[src/rtl/pipe_mem_access_pkg.sv]
// Shared encodings for the MEM stage: result-select codes, access FSM states and
// the MEM/WB register payload with its bubble value.
package pipe_mem_access_pkg;

  localparam logic [1:0] M2R_ALU = 2'b00;
  localparam logic [1:0] M2R_MEM = 2'b01;

  typedef enum logic {
    IDLE = 1'b0,
    WAIT = 1'b1
  } state_e;

  typedef struct packed {
    logic        wreg;
    logic [1:0]  m2reg;
    logic [31:0] mo;
    logic [31:0] alu;
    logic [4:0]  rn;
    logic        mfhi;
    logic        mflo;
  } mw_t;

  // A bubble carries no write enables, so WB retires nothing for it.
  localparam mw_t MW_BUBBLE = '0;

endpackage

[src/rtl/pipe_mem_access_pipemwreg.sv]
// MEM/WB pipeline register: captures a completed MEM result or inserts a bubble.
module pipemwreg
  import pipe_mem_access_pkg::*;
(
  input  logic clk,
  input  logic clrn,
  input  logic load,
  input  logic bubble,
  input  mw_t  d,
  output mw_t  q
);

  mw_t mw_q;
  mw_t mw_d;

  always_comb begin
    // NOTE: default assignment first so every path drives mw_d and no latch is inferred.
    mw_d = mw_q;
    if (bubble) begin
      mw_d = MW_BUBBLE;
    end else if (load) begin
      mw_d = d;
    end
  end

  // NOTE: sequential state uses non-blocking assignments so all flops update together.
  always_ff @(posedge clk or posedge clrn) begin
    if (clrn) begin
      mw_q <= MW_BUBBLE;
    end else begin
      mw_q <= mw_d;
    end
  end

  assign q = mw_q;

endmodule

[src/rtl/pipe_mem_access.sv]
// MEM-stage data-memory access controller: req/ack handshake with a wait watchdog,
// upstream stall generation and the MEM/WB register feeding WB.
module pipe_mem_access
  import pipe_mem_access_pkg::*;
#(
  parameter int WAIT_MAX = 15
) (
  input  logic        clk,
  input  logic        clrn,
  input  logic        mwreg,
  input  logic [1:0]  mm2reg,
  input  logic        mwmem,
  input  logic [31:0] malu,
  input  logic [31:0] mb,
  input  logic [4:0]  mrn,
  input  logic        mmfhi,
  input  logic        mmflo,
  output logic        dmem_req,
  output logic        dmem_we,
  output logic [31:0] dmem_addr,
  output logic [31:0] dmem_wdata,
  input  logic [31:0] dmem_rdata,
  input  logic        dmem_ack,
  output logic        mem_stall,
  output logic        bus_err,
  output logic        wwreg,
  output logic [1:0]  wm2reg,
  output logic [31:0] wmo,
  output logic [31:0] walu,
  output logic [4:0]  wrn,
  output logic        wmfhi,
  output logic        wmflo
);

  localparam int CW = $clog2(WAIT_MAX + 1);

  state_e        state_q, state_d;
  logic [CW-1:0] cnt_q, cnt_d;
  logic          bus_err_q, bus_err_d;
  logic          data_ok;
  logic          is_load;
  logic          access;
  mw_t           mw_in;
  mw_t           mw_out;

  // A store takes priority over a load select, so it never returns load data.
  assign is_load = (mm2reg == M2R_MEM) && !mwmem;
  assign access  = mwmem || (mm2reg == M2R_MEM);

  always_comb begin
    state_d   = state_q;
    cnt_d     = cnt_q;
    bus_err_d = bus_err_q;
    dmem_req  = 1'b0;
    mem_stall = 1'b0;
    data_ok   = 1'b0;
    // Reset forces the handshake and stall quiet regardless of EX/MEM contents.
    if (!clrn) begin
      case (state_q)
        IDLE: begin
          if (access) begin
            dmem_req = 1'b1;
            if (dmem_ack) begin
              data_ok = 1'b1;
            end else begin
              mem_stall = 1'b1;
              state_d   = WAIT;
              cnt_d     = CW'(1);
            end
          end
        end
        WAIT: begin
          dmem_req = 1'b1;
          if (dmem_ack) begin
            data_ok = 1'b1;
            state_d = IDLE;
            cnt_d   = '0;
          end else if (cnt_q == CW'(WAIT_MAX)) begin
            bus_err_d = 1'b1;
            state_d   = IDLE;
            cnt_d     = '0;
          end else begin
            mem_stall = 1'b1;
            cnt_d     = cnt_q + CW'(1);
          end
        end
        default: state_d = IDLE;
      endcase
    end
  end

  always_ff @(posedge clk or posedge clrn) begin
    if (clrn) begin
      state_q   <= IDLE;
      cnt_q     <= '0;
      bus_err_q <= 1'b0;
    end else begin
      state_q   <= state_d;
      cnt_q     <= cnt_d;
      bus_err_q <= bus_err_d;
    end
  end

  always_comb begin
    mw_in.wreg  = mwreg;
    mw_in.m2reg = mm2reg;
    mw_in.mo    = (data_ok && is_load) ? dmem_rdata : 32'h0;
    mw_in.alu   = malu;
    mw_in.rn    = mrn;
    mw_in.mfhi  = mmfhi;
    mw_in.mflo  = mmflo;
  end

  pipemwreg u_mwreg (
    .clk    (clk),
    .clrn   (clrn),
    .load   (!mem_stall),
    .bubble (mem_stall),
    .d      (mw_in),
    .q      (mw_out)
  );

  assign dmem_we    = mwmem;
  assign dmem_addr  = malu;
  assign dmem_wdata = mb;
  assign bus_err    = bus_err_q;

  assign wwreg  = mw_out.wreg;
  assign wm2reg = mw_out.m2reg;
  assign wmo    = mw_out.mo;
  assign walu   = mw_out.alu;
  assign wrn    = mw_out.rn;
  assign wmfhi  = mw_out.mfhi;
  assign wmflo  = mw_out.mflo;

endmodule

[config.mk]
export PLATFORM = sky130hd
export DESIGN_NAME = pipe_mem_access
export DESIGN_NICKNAME = d
export VERILOG_FILES = /design/src/rtl/pipe_mem_access_pkg.sv /design/src/rtl/pipe_mem_access_pipemwreg.sv /design/src/rtl/pipe_mem_access.sv
export SDC_FILE = /design/constraint.sdc
export NUM_CORES = 1
export LEC_CHECK = 0
export ABC_AREA = 1
export ABC_CLOCK_PERIOD_IN_PS = 5400
export BUFFER_PORTS_ARGS = -buffer_cell sky130_fd_sc_hd__buf_2
export CORE_AREA = 3 3 97 136
export CTS_CLUSTER_SIZE = 20
export DETAILED_ROUTE_END_ITERATION = 10
export DIE_AREA = 0 0 100 139
export PLACE_DENSITY = 0.66
export SYNTH_ARGS = -nofsm -noshare
export SYNTH_HDL_FRONTEND = slang
export SYNTH_HIERARCHICAL = 1
export SYNTH_SLANG_ARGS = --single-unit
export TNS_END_PERCENT = 5
[constraint.sdc]
create_clock -name clk -period 5.4 [get_ports clk]
set_clock_uncertainty 0.05 [all_clocks]
set_input_delay 1.08 -clock clk [delete_from_list [all_inputs] [get_ports clk]]
set_output_delay 1.08 -clock clk [all_outputs]
set_load 0.02 [all_outputs]
==> key figures <==
Power
  • Flop pwr share: 43.1%
  • Pint: 0.00110 W
  • Static Leak: 3.01 nW
  • Cell area power density: 307 mW/mm²
  • VDD IR max: 0.128 mV
  • Clock power share: 40.4%
  • Combinational power share: 16.5%
  • Switching Share: 27.9%
  • Sw Pwr: 0.000425 W

Synth
  • Cell count after synthesis: 512
  • Prevailing post-synth register cell: dfrtp_1
  • Distinct cells, synth: 20
  • Netlist Area Pre-Place: 0.00418 mm²
  • Syn Nets: 623
  • Number of flops mapped to enable cells by yosys: 0
  • Async S/R FF share, synth: 100%
  • Syn Area/Cell: 8.15 µm²
  • Seq/Total Area, Yosys: 47.9%
  • Ys Warns: 6
  • #FFs+latches synth: 80

Status
  • Status: completed

Route
  • Via count: 3440
  • Via/cell ratio: 4.43
  • Avg WL per Cell: 13.6 µm
  • Wirelength, routed: 10600 µm
  • Initial drt markers: 127
  • Post-route ant nets: 0
  • Drc violations: 0
  • TritonRoute pass-1 iters: 4

Clock tree
  • CTS tree: yes
  • Post-CTS setup buffer count: 0
  • Clk slew on worst S/H paths: 0.06 ns
  • CTS resizes: 0
  • Longest Clk Path Bufs: 2
  • CTS buffer count: 9
  • Root buffer cell: clkbuf_16
  • Clock Latency Late Sink: 0.32 ns
  • Cts hold-fix bufs: 0
  • Total clock sinks: 80
  • CTS H-tree depth: 3

Placed design
  • Placed Cells incl. Taps: 761
  • Port Buffer Count: 187
  • GP Congestion: 0.812
  • DP HPWL: 7310 µm

Timing
  • Final period utilization: 60.6%
  • Relative slew slack: 33.7%
  • Slew @ Worst Pin: 0.994 ns
  • Tmin final: 3.27 ns
  • Final Hold Fails: 0
  • Setup TNS Final: 0 ns
  • Fin. max-slew vios: 0
  • Setup violators final: 0
  • Hold_ws: 0.412 ns
  • Unrepaired setup endpoints after global routing: no
  • Fmax: 0.306 GHz

Final layout
  • Commonest non-fill, non-tap cell in the layout: buf_2
  • Post-Layout Cell Count: 777
  • Share of layout cells above drive strength 1: 39.4%
  • Area growth syn-to-layout: 18.8%
  • Nets: 733
  • Number of fill cells: 1324
  • Ant diodes: 0
  • Commonest cells after routing, fill and taps aside: buf_2 (187), nand2_1 (167), dfrtp_1 (80)

Setup path
  • Setup CP Type: input port to output port
  • Critical path's slowest cell: nor2_1
  • CP max stage delay: 0.34 ns
  • Worst Path Max Fanout: 9
  • Startpoint class of the critical path: input port
  • WP data required: 4.27 ns
  • Worst-path cell chain: buf_2, inv_1, nand2_2, nor2_1, buf_2
  • CP delay by family, top: buffers and inverters
  • CP bufs+invs: 3
  • Most used cell along the critical path: buf_2
  • Nature of the critical path endpoint: output port
  • Arr. time, crit path: 2.14 ns

Global routing
  • Largest net degree at the start of global routing: 75
  • Global route total overflow: 0
  • Vias in the first global route: 3469
  • Initial antenna violation count: 0
  • GRT Resource Usage Total: 15.5%
  • First-pass GRT wire length: 17400 µm

Die
  • Initial core utilization: 34.2%
  • I/O pin count: 252
  • Core Region: 0.0122 mm²
  • Die X: 100 µm
  • DIE HEIGHT: 139 µm
  • Row count: 48
  • Die ar.: 0.0139 mm²

Job
  • Max-cap violations: 0

Worst hold path
  • Hold crit path type: register to register
-- cell usage after synthesis, types with 2 or more instances --
library cell / count / area, µm²
inv_1: 45 / 169
buf_2: 12 / 60.1
nand2_2: 2 / 12.5
nand3_1: 77 / 385
buf_4: 68 / 510
clkbuf_1: 2 / 7.51
nor2_2: 30 / 188
o21ai_0: 5 / 25.0
nand2_1: 167 / 627
buf_6: 9 / 101
dfrtp_1: 80 / 2000
nor2_1: 7 / 26.3
-- cell families (layout without fill, tap and decap cells) --
family | Yosys count | after routing | synth area share [%]
flops | 80 | 80 | 47.9
buf+inv | 138 | 253 | 20.5
compound gates | 6 | 6 | 0.779
simple gates | 287 | 287 | 30.5
fa+ha+maj | 1 | 1 | 0.300
-- worst register-to-register path, stage by stage, from the launching register on --
cell and delay, ns:
dfrtp_1 0.40, ha_1 0.22, nand3_1 0.16, o21ai_0 0.15, nor2_1 0.35, inv_2 0.10
nor2_4 0.50, buf_4 0.55, nand2_1 0.12, nand2_1 0.09
-- final cells by class --
class,instances,area [µm²],share of cell area [%]
Sequential cell,80,2000,40.3
Clock buffer,11,253,5.09
Timing Repair Buffer,191,966,19.5
Tap cell,150,188,3.78
Multi-Input combinational cell,294,1330,26.7
Clock inverter,5,55.1,1.11
Inverter,46,174,3.50
-- metrics by stage --
stage / instance area [µm²] / total power, W / utilization, % / worst slack [ns]
2_1_floorplan: 4180 / 0.000876 / - / 2.39
3_3_place_gp: 4650 / 0.000922 / 38.2 / 1.99
3_5_place_dp: 4650 / 0.000926 / 38.2 / 1.95
4_1_cts: 4960 / 0.00155 / 40.7 / 2.09
5_1_grt: 4960 / 0.00161 / 40.7 / 2.03
6_report: 4960 / 0.00152 / 40.7 / 2.13
-- final timing paths --
| kind | start | slack [ns] | depth (start not counted) | end |
|---|---|---|---|---|
| max | clrn | 2.13 | 5 | mem_stall |
| min | u_mwreg/q[13] | 0.41 | 2 | u_mwreg/q[13] |
| max reg2reg | cnt_q[1] | 2.65 | 9 | u_mwreg/q[5] |
| min reg2reg | u_mwreg/q[13] | 0.41 | 2 | u_mwreg/q[13] |
| max in group asynchronous | clrn | 3.63 | 3 | u_mwreg/q[70] |
| min in group asynchronous | clrn | 0.67 | 2 | cnt_q[3] |
-- metal layers --
layer  routed length [µm]  GRT usage (%)  part of all wire (%)  up-vias
met4                  257           6.32                   2.4        0
li1                     -              -                     -     1719
met3                  723           3.52                   6.9       23
met1                 4160           17.9                    39     1577
met2                 5420           27.1                    51      121
met5                    0              0                     0        -
-- power by group through the flow --
stage	Sequential, W	Clock [W]	Combinational, W
after floorplan	0.000708	0	0.000167
after global placement	0.000667	0	0.000255
after detailed placement	0.000668	0	0.000258
after CTS	0.000657	0.000637	0.000258
after global routing	0.000661	0.000666	0.000280
final	0.000657	0.000615	0.000252
-- sequential cells by signal (all words and copies together), names as in the netlist --
register	count
state_q	1
cnt_q	4
bus_err	1
u_mwreg/q	74
(Power assumes the default switching activity.)
